### src/rtl/mem_branch_unit_if.sv
// ---------------------------------------------------------------------------
// mem_branch_unit_if
// Bundle between the pipeline (master) and the MEM-stage branch resolution
// unit (slave).
//   Fetch lookup : lookup_pc_i -> lookup_taken_o (combinational prediction)
//   Resolve req  : valid_i, flush_i, branch_op_i, pc_i, target_i, rs1_i,
//                  rs2_i, pred_taken_i
//   Result       : res_valid_o, taken_o, mispredict_o, redirect_pc_o
//   Perf         : branch_cnt_o, mispredict_cnt_o
// Signal suffixes are from the point of view of the branch unit.
// ---------------------------------------------------------------------------
interface mem_branch_unit_if #(
    parameter int DATA_WIDTH = 32,
    parameter int CNT_WIDTH  = 32
);
    logic [31:0]            lookup_pc_i;
    logic                   lookup_taken_o;
    logic                   valid_i;
    logic                   flush_i;
    logic [2:0]             branch_op_i;
    logic [31:0]            pc_i;
    logic [31:0]            target_i;
    logic [DATA_WIDTH-1:0]  rs1_i;
    logic [DATA_WIDTH-1:0]  rs2_i;
    logic                   pred_taken_i;
    logic                   res_valid_o;
    logic                   taken_o;
    logic                   mispredict_o;
    logic [31:0]            redirect_pc_o;
    logic [CNT_WIDTH-1:0]   branch_cnt_o;
    logic [CNT_WIDTH-1:0]   mispredict_cnt_o;

    modport master (
        output lookup_pc_i, valid_i, flush_i, branch_op_i, pc_i, target_i,
               rs1_i, rs2_i, pred_taken_i,
        input  lookup_taken_o, res_valid_o, taken_o, mispredict_o,
               redirect_pc_o, branch_cnt_o, mispredict_cnt_o
    );

    modport slave (
        input  lookup_pc_i, valid_i, flush_i, branch_op_i, pc_i, target_i,
               rs1_i, rs2_i, pred_taken_i,
        output lookup_taken_o, res_valid_o, taken_o, mispredict_o,
               redirect_pc_o, branch_cnt_o, mispredict_cnt_o
    );
endinterface

### src/rtl/mem_branch_unit.sv
// ---------------------------------------------------------------------------
// mem_branch_unit
// MEM-stage branch resolution unit. Evaluates the RV32I branch conditions
// (EQ/NE/LT/GE/LTU/GEU) and unconditional jumps, trains a PC-indexed table
// of 2-bit saturating predictors, and returns a registered direction,
// mispredict flag and corrected next PC to fetch one cycle after accept.
// Ports:
//   clk_i : clock, all state on rising edge
//   rst_i : synchronous active-high reset
//   bus   : mem_branch_unit_if.slave (lookup, resolve request, result, perf)
// Parameters:
//   DATA_WIDTH  : operand width (>= 8)
//   BHT_ENTRIES : predictor table entries, power of two, 2..1024
//   CNT_WIDTH   : width of the saturating perf counters
// ---------------------------------------------------------------------------
module mem_branch_unit #(
    parameter int DATA_WIDTH  = 32,
    parameter int BHT_ENTRIES = 16,
    parameter int CNT_WIDTH   = 32
) (
    input  logic              clk_i,
    input  logic              rst_i,
    mem_branch_unit_if.slave  bus
);

    localparam int IDX_W = $clog2(BHT_ENTRIES);

    typedef enum logic [2:0] {
        OP_NONE = 3'd0,
        OP_EQ   = 3'd1,
        OP_NE   = 3'd2,
        OP_LT   = 3'd3,
        OP_GE   = 3'd4,
        OP_LTU  = 3'd5,
        OP_GEU  = 3'd6,
        OP_JUMP = 3'd7
    } branch_op_e;

    // 2-bit predictor counter steps, saturating at both ends.
    function automatic logic [1:0] ctr_inc(input logic [1:0] c);
        return (c == 2'b11) ? 2'b11 : c + 2'b01;
    endfunction

    function automatic logic [1:0] ctr_dec(input logic [1:0] c);
        return (c == 2'b00) ? 2'b00 : c - 2'b01;
    endfunction

    // Perf counter step, sticks at all-ones.
    function automatic logic [CNT_WIDTH-1:0] cnt_sat_inc(input logic [CNT_WIDTH-1:0] c);
        return (&c) ? c : c + {{(CNT_WIDTH-1){1'b0}}, 1'b1};
    endfunction

    // Predictor table
    logic [1:0]       bht [BHT_ENTRIES];
    logic [IDX_W-1:0] lookup_idx;
    logic [IDX_W-1:0] train_idx;
    logic             lookup_pc_unused;

    assign lookup_idx = bus.lookup_pc_i[IDX_W+1:2];
    assign train_idx  = bus.pc_i[IDX_W+1:2];
    // Only the index bits of the lookup PC matter.
    assign lookup_pc_unused = ^{bus.lookup_pc_i[31:IDX_W+2], bus.lookup_pc_i[1:0]};

    // Reads the registered table, so a same-cycle train is not visible yet.
    assign bus.lookup_taken_o = bht[lookup_idx][1];

    // ---- stage p0: condition evaluation -----------------------------------
    branch_op_e                    op_p0;
    logic signed [DATA_WIDTH-1:0]  rs1_s_p0;
    logic signed [DATA_WIDTH-1:0]  rs2_s_p0;
    logic                          accept_p0;
    logic                          is_cond_p0;
    logic                          taken_p0;
    logic                          mispredict_p0;
    logic [31:0]                   redirect_p0;

    assign op_p0     = branch_op_e'(bus.branch_op_i);
    assign rs1_s_p0  = bus.rs1_i;
    assign rs2_s_p0  = bus.rs2_i;
    // flush wins over valid; NONE is never accepted.
    assign accept_p0 = bus.valid_i & ~bus.flush_i & (op_p0 != OP_NONE);

    always_comb begin
        taken_p0   = 1'b0;
        is_cond_p0 = 1'b1;
        case (op_p0)
            OP_EQ:   taken_p0 = (bus.rs1_i == bus.rs2_i);
            OP_NE:   taken_p0 = (bus.rs1_i != bus.rs2_i);
            OP_LT:   taken_p0 = (rs1_s_p0 <  rs2_s_p0);
            OP_GE:   taken_p0 = (rs1_s_p0 >= rs2_s_p0);
            OP_LTU:  taken_p0 = (bus.rs1_i <  bus.rs2_i);
            OP_GEU:  taken_p0 = (bus.rs1_i >= bus.rs2_i);
            OP_JUMP: begin
                taken_p0   = 1'b1;
                is_cond_p0 = 1'b0;
            end
            default: begin
                taken_p0   = 1'b0;
                is_cond_p0 = 1'b0;
            end
        endcase
    end

    assign mispredict_p0 = taken_p0 ^ bus.pred_taken_i;
    // Fall-through wraps modulo 2^32.
    assign redirect_p0   = taken_p0 ? bus.target_i : bus.pc_i + 32'd4;

    // ---- predictor training -----------------------------------------------
    always_ff @(posedge clk_i) begin
        if (rst_i) begin
            for (int i = 0; i < BHT_ENTRIES; i++) begin
                bht[i] <= 2'b01;
            end
        end else if (accept_p0 && is_cond_p0) begin
            bht[train_idx] <= taken_p0 ? ctr_inc(bht[train_idx])
                                       : ctr_dec(bht[train_idx]);
        end
    end

    // ---- stage p1: registered result --------------------------------------
    logic        vld_p1;
    logic        taken_p1;
    logic        mispredict_p1;
    logic [31:0] redirect_p1;

    always_ff @(posedge clk_i) begin
        if (rst_i) begin
            vld_p1        <= 1'b0;
            taken_p1      <= 1'b0;
            mispredict_p1 <= 1'b0;
            redirect_p1   <= 32'd0;
        end else begin
            vld_p1 <= accept_p0;
            // Result fields hold until the next accepted request.
            if (accept_p0) begin
                taken_p1      <= taken_p0;
                mispredict_p1 <= mispredict_p0;
                redirect_p1   <= redirect_p0;
            end
        end
    end

    assign bus.res_valid_o   = vld_p1;
    assign bus.taken_o       = taken_p1;
    assign bus.mispredict_o  = mispredict_p1;
    assign bus.redirect_pc_o = redirect_p1;

    // ---- performance counters ---------------------------------------------
    logic [CNT_WIDTH-1:0] branch_cnt_r;
    logic [CNT_WIDTH-1:0] mispredict_cnt_r;

    always_ff @(posedge clk_i) begin
        if (rst_i) begin
            branch_cnt_r     <= '0;
            mispredict_cnt_r <= '0;
        end else if (accept_p0) begin
            branch_cnt_r <= cnt_sat_inc(branch_cnt_r);
            if (mispredict_p0) begin
                mispredict_cnt_r <= cnt_sat_inc(mispredict_cnt_r);
            end
        end
    end

    assign bus.branch_cnt_o     = branch_cnt_r;
    assign bus.mispredict_cnt_o = mispredict_cnt_r;

endmodule

### src/flat_wrapper.sv
// flat-port wrapper written by rule: the top's interface ports become plain ports
module mem_branch_unit_flat 
#(
    parameter int DATA_WIDTH  = 32,
    parameter int BHT_ENTRIES = 16,
    parameter int CNT_WIDTH   = 32
)
  (clk_i, rst_i, bus_lookup_pc_i, bus_valid_i, bus_flush_i, bus_branch_op_i, bus_pc_i, bus_target_i, bus_rs1_i, bus_rs2_i, bus_pred_taken_i, bus_lookup_taken_o, bus_res_valid_o, bus_taken_o, bus_mispredict_o, bus_redirect_pc_o, bus_branch_cnt_o, bus_mispredict_cnt_o);
  mem_branch_unit_if #(.DATA_WIDTH(DATA_WIDTH), .CNT_WIDTH(CNT_WIDTH)) bus_i ();
  input  logic clk_i;
  input  logic rst_i;
  input wire logic [$bits(bus_i.lookup_pc_i)-1:0] bus_lookup_pc_i;
  input wire logic [$bits(bus_i.valid_i)-1:0] bus_valid_i;
  input wire logic [$bits(bus_i.flush_i)-1:0] bus_flush_i;
  input wire logic [$bits(bus_i.branch_op_i)-1:0] bus_branch_op_i;
  input wire logic [$bits(bus_i.pc_i)-1:0] bus_pc_i;
  input wire logic [$bits(bus_i.target_i)-1:0] bus_target_i;
  input wire logic [$bits(bus_i.rs1_i)-1:0] bus_rs1_i;
  input wire logic [$bits(bus_i.rs2_i)-1:0] bus_rs2_i;
  input wire logic [$bits(bus_i.pred_taken_i)-1:0] bus_pred_taken_i;
  output wire logic [$bits(bus_i.lookup_taken_o)-1:0] bus_lookup_taken_o;
  output wire logic [$bits(bus_i.res_valid_o)-1:0] bus_res_valid_o;
  output wire logic [$bits(bus_i.taken_o)-1:0] bus_taken_o;
  output wire logic [$bits(bus_i.mispredict_o)-1:0] bus_mispredict_o;
  output wire logic [$bits(bus_i.redirect_pc_o)-1:0] bus_redirect_pc_o;
  output wire logic [$bits(bus_i.branch_cnt_o)-1:0] bus_branch_cnt_o;
  output wire logic [$bits(bus_i.mispredict_cnt_o)-1:0] bus_mispredict_cnt_o;
  assign bus_i.lookup_pc_i = bus_lookup_pc_i;
  assign bus_i.valid_i = bus_valid_i;
  assign bus_i.flush_i = bus_flush_i;
  assign bus_i.branch_op_i = bus_branch_op_i;
  assign bus_i.pc_i = bus_pc_i;
  assign bus_i.target_i = bus_target_i;
  assign bus_i.rs1_i = bus_rs1_i;
  assign bus_i.rs2_i = bus_rs2_i;
  assign bus_i.pred_taken_i = bus_pred_taken_i;
  assign bus_lookup_taken_o = bus_i.lookup_taken_o;
  assign bus_res_valid_o = bus_i.res_valid_o;
  assign bus_taken_o = bus_i.taken_o;
  assign bus_mispredict_o = bus_i.mispredict_o;
  assign bus_redirect_pc_o = bus_i.redirect_pc_o;
  assign bus_branch_cnt_o = bus_i.branch_cnt_o;
  assign bus_mispredict_cnt_o = bus_i.mispredict_cnt_o;
  mem_branch_unit #(.DATA_WIDTH(DATA_WIDTH), .BHT_ENTRIES(BHT_ENTRIES), .CNT_WIDTH(CNT_WIDTH)) u_core (.clk_i(clk_i), .rst_i(rst_i), .bus(bus_i));
endmodule
### config.mk
export PLATFORM = sky130hd
export DESIGN_NAME = mem_branch_unit_flat
export DESIGN_NICKNAME = d
export VERILOG_FILES = /design/src/rtl/mem_branch_unit_if.sv /design/src/rtl/mem_branch_unit.sv /design/src/flat_wrapper.sv
export SDC_FILE = /design/constraint.sdc
export NUM_CORES = 1
export LEC_CHECK = 0
export ABC_AREA = 0
export CAP_MARGIN = 20
export CORE_MARGIN = 1.5
export CORE_UTILIZATION = 52
export DETAILED_ROUTE_END_ITERATION = 8
export PLACE_DENSITY = 0.88
export SKIP_CTS_REPAIR_TIMING = 1
export SYNTH_ARGS = -nofsm -noshare
export SYNTH_HDL_FRONTEND = slang
export SYNTH_SLANG_ARGS = --single-unit
### constraint.sdc
create_clock -name clk_i -period 4.98 [get_ports clk_i]
set_clock_uncertainty 0.15 [all_clocks]
set_input_delay 0.498 -clock clk_i [delete_from_list [all_inputs] [get_ports clk_i]]
set_output_delay 0.498 -clock clk_i [all_outputs]
set_load 0.03 [all_outputs]
## Word-level counts from Yosys, hierarchy flattened

Memory sizes are Yosys's and may differ from the RTL's.
Cells that the tools add are included.
W data, S select, Z words.

| cells by class | value |
|---|---|
| magnitude comparators | 4 |
| reductions and logical operators | 9 |
| add/sub/neg operators | 5 |
| multipliers | 0 |
| shifts and indexed selects | 0 |
| bitwise operators | 6 |
| muxes and demuxes | 14 |
| div/mod/pow operators | 0 |
| equal/unequal tests | 10 |

Operators by type and width:

| operator | count |
|---|---|
| $add A32 B1 Y32 const B | 2 |
| $ge A32 B32 Y1 | 2 |
| $lt A32 B32 Y1 | 2 |
| $reduce_and A32 Y1 | 2 |
| $add A32 B3 Y32 const B | 1 |
| $eq A32 B32 Y1 | 1 |
| $mux W32 | 1 |
| $ne A32 B32 Y1 | 1 |
| $eq A3 B3 Y1 const B | 4 |
| $mux W2 | 4 |
| $mux W1 | 7 |
| $pmux W1 S7 | 1 |
| $eq A3 B2 Y1 const B | 2 |
| $reduce_or A6 Y1 | 1 |
| $mux W4 | 1 |
| $eq A3 B1 Y1 const B | 1 |
| $not A1 Y1 | 3 |
| $reduce_and A3 Y1 | 1 |
| $reduce_bool A3 Y1 | 1 |
| $add A2 B1 Y2 const B | 1 |
| $and A1 B1 Y1 | 2 |
| $eq A2 B2 Y1 const B | 1 |
| $logic_not A2 Y1 | 1 |
| $reduce_and A2 Y1 | 1 |
| other kinds (4) | 4 |

| storage, ports and cells | value |
|---|---|
| output and inout port bits | 100 |
| bits in latches | 0 |
| bits in writable memories | 32 |
| memories kept | 1 |
| flip-flop bits (word level) | 99 |
| bits of input ports | 168 |
| bits in read-only memories | 0 |
| logic and storage cells | 55 |

Memory list:

| name | words | bits a word | read ports | clocked after Yosys merged registers in | write ports | RTL line | text |
|---|---|---|---|---|---|---|---|
| u_core.bht | 16 | 2 | 2 | 0 | 16 | mem_branch_unit.sv:54 | `logic [1:0] bht [BHT_ENTRIES];` |

## Depth between registers and ports, before layout

Gate-level depths: netlist of run 1.

| depth | value |
|---|---|
| word-level depth | 9 |
| mapped depth | 14 |
| gate-level depth less buffers | 11 |

## Worst setup path before layout of run 1

OpenSTA, ideal clock, no wires.

| timing path | value |
|---|---|
| path kind | input to register |
| start | in bus_rs2_i[31] |
| end | reg u_core.mispredict_cnt_r[11] (netlist: u_core.bus.mispredict_cnt_o[11]) |
| buffers on the path | 2 |
| path slack | 1.423 ns |
| data arrival time | 3.286 ns |
| library setup time | 0.121 ns |
| data required time | 4.709 ns |
| stages | 11 |
| cell sequence | inv_1 -> ha_1 -> buf_6 -> nand4_4 -> nor4_1 -> a21o_1 -> mux2_2 -> nor3_4 -> buf_8 -> mux2i_1 -> mux2_2 |

| on the way | value |
|---|---|
| word-level cells in the longest chain between the ends | 4 |
| elaborated cells on any way between the ends | 9 |
| classes of those cells | 4 x order compare; 2 x eq/ne; 1 x mux; 1 x bitwise; 1 x reduce/logical |

RTL lines:

| what | RTL line | text |
|---|---|---|
| from (decl) | flat_wrapper.sv:19 | `input wire logic [$bits(bus_i.rs2_i)-1:0] bus_rs2_i;` |
| $ge A32 B32 Y1, or another cell as far along | mem_branch_unit.sv:92 | `OP_GEU: taken_p0 = (bus.rs1_i >= bus.rs2_i);` |
| $pmux W1 S7 (*) | mem_branch_unit.sv:86 | `case (op_p0)` |
| $xor A1 B1 Y1 (*) | mem_branch_unit.sv:104 | `assign mispredict_p0 = taken_p0 ^ bus.pred_taken_i;` |
| $reduce_and A3 Y1 (no line) (*) | -- |  |
| to (signal assigned) | mem_branch_unit.sv:159 | `mispredict_cnt_r <= cnt_sat_inc(mispredict_cnt_r);` |
| to (decl) | mem_branch_unit.sv:150 | `logic [CNT_WIDTH-1:0] mispredict_cnt_r;` |

Mark *: on every way between the ends. The rest lies on a longest branch, timed or not.
A chain may end at the register's enable or synchronous reset.

## Worst setup path after layout of run 1

| timing path | value |
|---|---|
| start | in bus_rs2_i[14] |
| end | reg u_core.mispredict_cnt_r[8] (netlist: u_core.bus.mispredict_cnt_o[8]) |

Same word-level chain as after synthesis.

==> results of run 1 <==
[state kept, by name, summed over array words and instances (netlist names)]
register                     count
u_core.bus.branch_cnt_o         32
u_core.bus.taken_o               1
u_core.bus.mispredict_o          1
u_core.bht                      32
u_core.bus.mispredict_cnt_o     32
u_core.bus.res_valid_o           1
u_core.bus.redirect_pc_o        32
[layer usage]
layer	share of wire, %	GRT usage, %	vias to the layer above	routed length, um
li1	-	-	4001	-
met4	2.3	10.5	0	550
met5	0	0	-	0
met1	42	33.9	3865	9990
met3	7.6	7.96	43	1820
met2	49	47.0	290	11700
[critical path: stages]
cell	delay, ns
clkdlybuf4s50_1	0.45
inv_1	0.04
ha_1	0.31
nand4_1	0.15
nand2b_1	0.22
a211o_1	0.28
o211ai_1	0.14
a21o_1	0.29
mux2_2	0.43
nor3_4	0.18
buf_4	0.46
mux2i_1	0.31
mux2_1	0.34
[layout make-up]
| cell class | instances | area (um2) | share of cell area [%] |
|---|---|---|---|
| tap | 220 | 275 | 2.34 |
| clock buffer | 21 | 472 | 4.01 |
| multi-input combinational | 768 | 5270 | 44.9 |
| clock inverter | 11 | 150 | 1.28 |
| inverter | 45 | 169 | 1.44 |
| sequential | 131 | 2940 | 25.0 |
| timing repair buffer | 250 | 2470 | 21.0 |
[final timing paths]
check	end	slack, ns	depth (start not counted)
hold / removal	u_core.bus.redirect_pc_o[23]	0.34	2
hold reg to reg	u_core.bus.redirect_pc_o[23]	0.34	2
setup / recovery	u_core.bus.mispredict_cnt_o[8]	1.03	13
setup reg to reg	u_core.bus.mispredict_cnt_o[25]	1.26	8
[power groups by stage]
| stage | Clock, mW | Combinational (mW) | Sequential (mW) |
|---|---|---|---|
| after CTS | 1.34 | 0.560 | 1.13 |
| after floorplan | 0 | 0.294 | 1.19 |
| after detailed placement | 0 | 0.557 | 1.15 |
| final | 1.32 | 0.560 | 1.13 |
| after global placement | 0 | 0.546 | 1.15 |
| after global routing | 1.38 | 0.609 | 1.13 |
[kinds of logic after synthesis]
family	after synthesis	share of synthesized area (%)
AOI/OAI and AO/OA	101	8.90
xor gates and xnor gates	56	5.65
buffers and inverters	106	5.42
muxes	74	11.0
DFF	131	33.9
adders and majority gates	40	5.73
and+or+nand+nor	497	29.4
[placed cells by master (no fill, tap or decap), drive strengths merged, types with 6 or more instances in the layout]
master         instances
nand3                 59
inv                   47
nand2                 76
dfxtp                 99
a211o                  8
a311oi                 6
mux2i                 27
nand4                 39
nor3                  15
clkdlybuf4s50        238
clkbuf                21
o32ai                 24
and2                  10
mux2                  33
edfxtp                32
and4                  13
and3                  14
ha                    38
buf                   12
nor2b                 35
o21ai                 10
xnor2                 31
a21oi                 26
nor4                  21
mux4                  14
nand2b                44
a211oi                 7
xor2                  25
nor2                 153
[per-stage QoR]
| stage | area, um2 | instances |
|---|---|---|
| after floorplan | 8680 | 1005 |
| after global placement | 11100 | 1413 |
| after detailed placement | 11100 | 1413 |
| after CTS | 11700 | 1445 |
| after global routing | 11800 | 1446 |
| final | 11800 | 1446 |
[cell usage after synthesis (6+ instances only)]
| master | n | area share (%) |
|---|---|---|
| edfxtp_1 | 32 | 11 |
| nor2b_1 | 35 | 2.5 |
| a211oi_1 | 7 | 0.61 |
| clkbuf_1 | 40 | 1.7 |
| a211o_1 | 6 | 0.61 |
| o32ai_1 | 24 | 2.4 |
| mux2_1 | 17 | 2.2 |
| inv_1 | 44 | 1.9 |
| nor3_1 | 14 | 0.81 |
| xor2_1 | 25 | 2.5 |
| and4_1 | 13 | 1.3 |
| nand4_1 | 37 | 2.7 |
| a311oi_1 | 6 | 0.61 |
| nand2b_1 | 44 | 3.2 |
| nor2_1 | 152 | 6.6 |
| buf_2 | 13 | 0.75 |
| dfxtp_1 | 99 | 23 |
| xnor2_1 | 31 | 3.1 |
| a21oi_1 | 26 | 1.5 |
| and3_1 | 14 | 1.0 |
| mux2i_1 | 27 | 3.1 |
| nor4_1 | 20 | 1.4 |
| and2_1 | 10 | 0.72 |
| nand3_1 | 58 | 3.3 |
| nand2_1 | 76 | 3.3 |
| mux2_2 | 16 | 2.1 |
| o21ai_0 | 10 | 0.58 |
| mux4_2 | 14 | 3.6 |
| ha_1 | 38 | 5.5 |
==> impl_metrics.toml, run 1 <==
[run_status]
status = "finished clean"

[setup_path]
crit_path_end_kind = "register"
r2r-start = "u_core.bus.mispredict_cnt_o[10]"
timing.critical_path.from = "bus_rs2_i[14]"
cp_data_required_time_ns = 5.14
crit_arrival_ns = 4.11
start_kind = "input port"
critPathMaxFanout = 35
crit_type = "input port to register"

[power]
ir_worst_vdd_mv = 0.241
p_sw_share_pct = 26.7
power_density_mw_per_mm2 = 256
intPower_mw = 2.21
leakage_nw = 4.35
seq_power_share_pct = 37.6
total_power_mw = 3.01
p_sw_mw = 0.803
power_frac_comb_pct = 18.6
power.share.clock_pct = 43.9

[clocking]
cts.sink_count = 131
cts_tree = "built"
clkSlewWorstSetupHoldPaths_ns = 0.06
cts-root-buf = "clkbuf_16"
numCtsBuffers = 17
clk_latency_ns = 0.43
cts_htree_levels = 4
clock_path_buffers = 2

[sta]
final_hold_viol_count = 0
period_share_pct = 79.3
fin_hold_ws_ns = 0.336
worst_pin_slew_ns = 1.05
slew_violations = 0
relSlewSlack_pct = 29.9
rsz0062_at_grt = "no"
clock.fmax_mhz = 253
final-setup-viol-count = 0
period_minus_slack_ns = 3.95
fin_tns_setup_ns = 0
layout_setup_ws_ns = 1.03

[finish]
area_delta_synth_final_pct = 35.3
fillers = 1273
drive_gt1_share_pct = 7.75
n_antenna_cell = 0
fin_util_pct = 71.4
finalNetCount = 1419

[synth]
netlist_instances = 1005
yosys_warnings = 0
synth_edf_count = 32
synthArstFlopShare_pct = 0
synth_cell_type_count = 66
syn-num-nets = 1211
ys_ff_latch = 131
ys.flop_type = "dfxtp_1"
syn-cell-area_mm2 = 0.00868
synth_area_per_cell_um2 = 8.64
ys_seq_area_share_pct = 33.9

[floorplanning]
core_area_mm2 = 0.0165
placementRows = 47
die_h_um = 132
dieArea_mm2 = 0.0175
ios = 268
start_util_pct = 52.7
die_x_um = 132

[job]
drv_cap = 0

[global_routing]
overflow = 0
track_usage_pct = 27.9
antenna_found_initial = 0
grt_pass1_wl_mm = 39.8
grt_max_degree = 88
grt_pass1_vias = 8119

[routing]
routedWlPerCell_um = 16.6
drc = 0
ant_nets = 0
vias = 8199
viasPerCell = 5.67
wl_mm = 24.0
dr.pass1.iters = 4
drt_iter0_drc = 535

[placed_design]
detailed_place_hpwl_mm = 17.1
io_buffers = 239
gp_congestion = 0.819
preCtsSetupSlack_ns = 0.583

[hold_path]
min-delay-start = "u_core.bus.redirect_pc_o[23]"
hp-class = "register to register"
(Power assumes the default switching activity.)
==> run 2, diff against run 1 <==
--- a/config.mk
+++ b/config.mk
@@ -8,9 +8,9 @@
 export ABC_AREA = 0
 export CAP_MARGIN = 20
 export CORE_MARGIN = 1.5
-export CORE_UTILIZATION = 52
+export CORE_UTILIZATION = 48
 export DETAILED_ROUTE_END_ITERATION = 8
-export PLACE_DENSITY = 0.88
+export PLACE_DENSITY = 0.82
 export SKIP_CTS_REPAIR_TIMING = 1
 export SYNTH_ARGS = -nofsm -noshare
 export SYNTH_HDL_FRONTEND = slang
==> constraint.sdc (replaced) <==
create_clock -name clk_i -period 3.9 [get_ports clk_i]
set_clock_uncertainty 0.15 [all_clocks]
set_input_delay 0.39 -clock clk_i [delete_from_list [all_inputs] [get_ports clk_i]]
set_output_delay 0.39 -clock clk_i [all_outputs]
set_load 0.03 [all_outputs]
==> impl_metrics.toml, run 2 (synthesized netlist as in run 1, its figures left out) <==
[setup_path]
cp_cell_sequence = "clkdlybuf4s50_1 > inv_1 > ha_1 > and4_1 > nand2b_1 > a211o_1 > o211ai_1 > a21o_1 > mux2_2 > nor3_4 > buf_12 > mux2i_1 > mux2_2"
rrSetupSlack_ns = 0.61
crit_family = "multiplexers"
cp_num_buf_inv = 3
crit_path_end_kind = "register"
critPathMaxFanout = 22
timing.critical_path.from = "bus_rs2_i[10]"
crit_arrival_ns = 3.72
cp_data_required_time_ns = 4.05
r2r-start = "u_core.bus.mispredict_cnt_o[10]"
max_stage_delay_ns = 0.46
crit_type = "input port to register"
timing.rr.end = "u_core.bus.mispredict_cnt_o[31]"
r2r_cells = 9
cp_slowest_cell = "clkdlybuf4s50_1"
crit_path_frequent_cell = "mux2_2"
start_kind = "input port"

[clocking]
cts_htree_levels = 4
clkSlewWorstSetupHoldPaths_ns = 0.05
cts-root-buf = "clkbuf_16"
clk_latency_ns = 0.42
clock_path_buffers = 2
numCtsBuffers = 17
cts.sink_count = 131
cts_tree = "built"

[floorplanning]
die_h_um = 138
core_area_mm2 = 0.0178
dieArea_mm2 = 0.0189
ios = 268
die_x_um = 138
start_util_pct = 48.7
placementRows = 49

[hold_path]
min-delay-start = "rst_i"
hp-class = "input port to register"
min_to = "u_core.bus.branch_cnt_o[8]"
hold_path_depth = 2

[power]
leakage_nw = 4.55
power_frac_comb_pct = 19.9
intPower_mw = 2.90
seq_power_share_pct = 36.7
power_density_mw_per_mm2 = 325
ir_worst_vdd_mv = 0.347
p_sw_mw = 1.04
p_sw_share_pct = 26.5
total_power_mw = 3.94
power.share.clock_pct = 43.4

[routing]
ant_nets = 0
drt_iter0_drc = 574
viasPerCell = 5.57
wl_mm = 24.3
dr.pass1.iters = 5
drc = 0
routedWlPerCell_um = 16.3
vias = 8316

[sta]
fin_hold_ws_ns = 0.235
final_hold_viol_count = 0
relSlewSlack_pct = 46.5
rsz0062_at_grt = "no"
final-setup-viol-count = 0
period_minus_slack_ns = 3.57
period_share_pct = 91.5
clock.fmax_mhz = 280
worst_pin_slew_ns = 0.795
slew_violations = 0
fin_tns_setup_ns = 0

[global_routing]
grt_pass1_wl_mm = 37.8
grt_pass1_vias = 7741
grt_max_degree = 62
overflow = 0
antenna_found_initial = 0
track_usage_pct = 25.4

[finish]
finalNetCount = 1456
fin_area_mm2 = 0.0121
layout.cells.non_filler = 1492
n_antenna_cell = 0
layout_commonest_cell = "clkdlybuf4s50_1"
area_delta_synth_final_pct = 39.5
layout_common_cells = "clkdlybuf4s50_1 (238), nor2_1 (152), dfxtp_1 (99), nand2_1 (76), nand3_1 (58)"
drive_gt1_share_pct = 10.5

[placed_design]
dp_cells = 1460
detailed_place_hpwl_mm = 17.7
postPlaceCellArea_mm2 = 0.0115
gp_congestion = 0.871
io_buffers = 239

[run_status]
status = "finished clean"

[job]
drv_cap = 0
## run 2: power groups by stage
stage	clock network, mW	logic [mW]	registers, mW
2_1_floorplan	0	0.376	1.53
3_3_place_gp	0	0.768	1.47
3_5_place_dp	0	0.783	1.47
4_1_cts	1.73	0.788	1.45
5_1_grt	1.79	0.851	1.45
6_report	1.71	0.785	1.45
## run 2: worst register-to-register path: cells and delay by family, from the launching register on
kind,cells,cell delay [ns]
AOI/OAI and AO/OA,1,0.16
and+or+nand+nor,5,1.57
DFF,1,0.42
muxes,2,0.54
buffers and inverters,1,0.32
## run 2: worst max-delay path by stage
stage	endpoint	cells after the start
floorplan	u_core.bus.mispredict_cnt_o[11]	11
CTS	u_core.bus.mispredict_cnt_o[2]	11
detailed placement	u_core.bus.mispredict_cnt_o[2]	11
finish	u_core.bus.mispredict_cnt_o[31]	13
global placement	u_core.bus.mispredict_cnt_o[31]	13
global route	u_core.bus.mispredict_cnt_o[9]	12
## run 2: final cells by class
class                      count  area [um2]
fill                        1417        5730
multi-input combinational    768        5270
sequential                   131        2940
timing repair buffer         287        2810
clock buffer                  22         485
tap                          229         287
inverter                      45         169
clock inverter                10         144
## run 2: metal layers
| metal | up-vias | global-route usage (%) | part of all wire, % |
|---|---|---|---|
| li1 | 4068 | - | - |
| met1 | 3929 | 31.7 | 43 |
| met2 | 289 | 42.5 | 48 |
| met3 | 30 | 7.40 | 7.9 |
| met4 | 0 | 7.25 | 1.6 |
| met5 | - | 0 | 0 |
## run 2: per-stage QoR
stage / worst slack, ns / util [%]
final: 0.332 / 67.9
after global routing: 0.0972 / 67.9
after global placement: -0.0427 / 64.3
after detailed placement: -0.101 / 64.4
after CTS: 0.347 / 67.9
after floorplan: 0.451 / -
==> run 3, diff against run 2 <==
--- a/config.mk
+++ b/config.mk
@@ -11,6 +11,7 @@
 export CORE_UTILIZATION = 48
 export DETAILED_ROUTE_END_ITERATION = 8
 export PLACE_DENSITY = 0.82
+export SETUP_SLACK_MARGIN = 0.1
 export SKIP_CTS_REPAIR_TIMING = 1
 export SYNTH_ARGS = -nofsm -noshare
 export SYNTH_HDL_FRONTEND = slang
==> constraint.sdc (replaced) <==
create_clock -name clk_i -period 3.55 [get_ports clk_i]
set_clock_uncertainty 0.15 [all_clocks]
set_input_delay 0.355 -clock clk_i [delete_from_list [all_inputs] [get_ports clk_i]]
set_output_delay 0.355 -clock clk_i [all_outputs]
set_load 0.03 [all_outputs]
==> impl_metrics.toml, run 3 (synthesized netlist as in run 1, its figures left out) <==
[finish]
layout_common_cells = "clkdlybuf4s50_1 (227), nor2_1 (151), dfxtp_1 (99), nand2_1 (76), nand3_1 (58)"
finalNetCount = 1472
n_antenna_cell = 0
area_delta_synth_final_pct = 45.9
layout_commonest_cell = "clkdlybuf4s50_1"
drive_gt1_share_pct = 14.9

[power]
ir_worst_vdd_mv = 0.418
power.share.clock_pct = 41.7
power_frac_comb_pct = 22.1
intPower_mw = 3.21
p_sw_mw = 1.18
p_sw_share_pct = 26.9
leakage_nw = 4.79
power_density_mw_per_mm2 = 347
total_power_mw = 4.39
seq_power_share_pct = 36.2

[placed_design]
gp_congestion = 0.838
io_buffers = 239
detailed_place_hpwl_mm = 17.7
preCtsSetupSlack_ns = -0.399

[sta]
fin_hold_ws_ns = 0.326
final-setup-viol-count = 0
period_minus_slack_ns = 3.42
slew_violations = 0
period_share_pct = 96.3
final_hold_viol_count = 0
rsz0062_at_grt = "no"
relSlewSlack_pct = 49.8
clock.fmax_mhz = 292
fin_tns_setup_ns = 0
worst_pin_slew_ns = 0.746
layout_setup_ws_ns = 0.130

[setup_path]
cp_cell_sequence = "clkdlybuf4s50_1 > inv_1 > ha_4 > nand4_1 > or4_4 > nor4_4 > buf_4 > a211o_2 > o211ai_4 > nor3_4 > buf_6 > buf_12 > mux2i_4 > mux2_4"
crit_type = "input port to register"
r2r-start = "u_core.bus.mispredict_cnt_o[10]"
crit_path_end_kind = "register"
cp_slowest_cell = "or4_4"
critPathMaxFanout = 6
timing.rr.end = "u_core.bus.mispredict_cnt_o[27]"
start_kind = "input port"
cp_data_required_time_ns = 3.72
max_stage_delay_ns = 0.56
crit_arrival_ns = 3.58
r2r_cells = 8
rrSetupSlack_ns = 0.45

[global_routing]
grt_pass1_vias = 7922
grt_use_met3_pct = 6.70
antenna_found_initial = 0
grt_util_met2_pct = 43.8
grt_max_degree = 150
track_usage_pct = 25.8
gr-usage-met1_pct = 31.9
grt_pass1_wl_mm = 38.2
overflow = 0
grt_busiest_layer = "met2"

[routing]
vias = 8494
viasPerCell = 5.63
drt_iter0_drc = 561
drc = 0
dr.pass1.iters = 5
wl_mm = 26.0
ant_nets = 0
routedWlPerCell_um = 17.2

[clocking]
clock_path_buffers = 2
cts_tree = "built"
numCtsBuffers = 17
clk_latency_ns = 0.43
cts-root-buf = "clkbuf_16"
clkSlewWorstSetupHoldPaths_ns = 0.06
cts_htree_levels = 4
cts.sink_count = 131

[floorplanning]
die_h_um = 138
die_x_um = 138
ios = 268
core_area_mm2 = 0.0178
placementRows = 49
dieArea_mm2 = 0.0189
start_util_pct = 48.7

[hold_path]
min-delay-start = "u_core.bus.taken_o"
hold_path_depth = 2
min_to = "u_core.bus.taken_o"
hp-class = "register to register"

[run_status]
status = "finished clean"

[job]
drv_cap = 0
-- run 3: how the worst max path moves through the flow --
stage	start	end	slack, ns
CTS	bus_rs2_i[30]	u_core.bus.mispredict_cnt_o[7]	0.04
finish	bus_rs2_i[26]	u_core.bus.mispredict_cnt_o[29]	0.13
floorplan	bus_rs2_i[31]	u_core.bus.mispredict_cnt_o[11]	0.14
global placement	bus_rs2_i[30]	u_core.bus.mispredict_cnt_o[4]	-0.30
detailed placement	bus_rs2_i[30]	u_core.bus.mispredict_cnt_o[9]	-0.40
global route	bus_rs2_i[22]	u_core.bus.mispredict_cnt_o[29]	0.02
-- run 3: layout make-up --
type	instances	area (um2)
inverters	45	169
clock buffers	22	507
flip-flops and latches	131	2940
clock inverters	10	118
multi-input cells	768	5590
fillers	1305	5170
repair buffers	303	3050
well taps	229	287
-- run 3: power by group through the flow --
stage | Clock, mW | Combinational [mW] | Sequential [mW]
after global routing | 1.91 | 1.05 | 1.59
after detailed placement | 0 | 0.874 | 1.62
after floorplan | 0 | 0.413 | 1.68
after CTS | 1.86 | 0.880 | 1.59
after global placement | 0 | 0.856 | 1.62
final | 1.83 | 0.971 | 1.59
-- run 3: metrics by stage --
step,cell area [um2],utilization (%),instances
final,12700,71.0,1508
after global routing,12700,71.0,1508
after CTS,12200,68.4,1500
after detailed placement,11600,64.9,1468
after global placement,11600,64.9,1468
after floorplan,8680,-,1005
-- run 3: critical path, delay by kind of cell --
kind | cells | cell delay [ns]
adders and majority gates | 1 | 0.27
muxes | 2 | 0.56
and+or+nand+nor | 4 | 1.12
buffers and inverters | 5 | 1.01
AOI/OAI and AO/OA | 2 | 0.27
-- run 3: routing by layer --
metal,vias to the layer above,part of all wire [%]
li1,4112,-
met1,3995,42
met2,340,48
met3,47,7.9
met4,0,2.0
met5,-,0
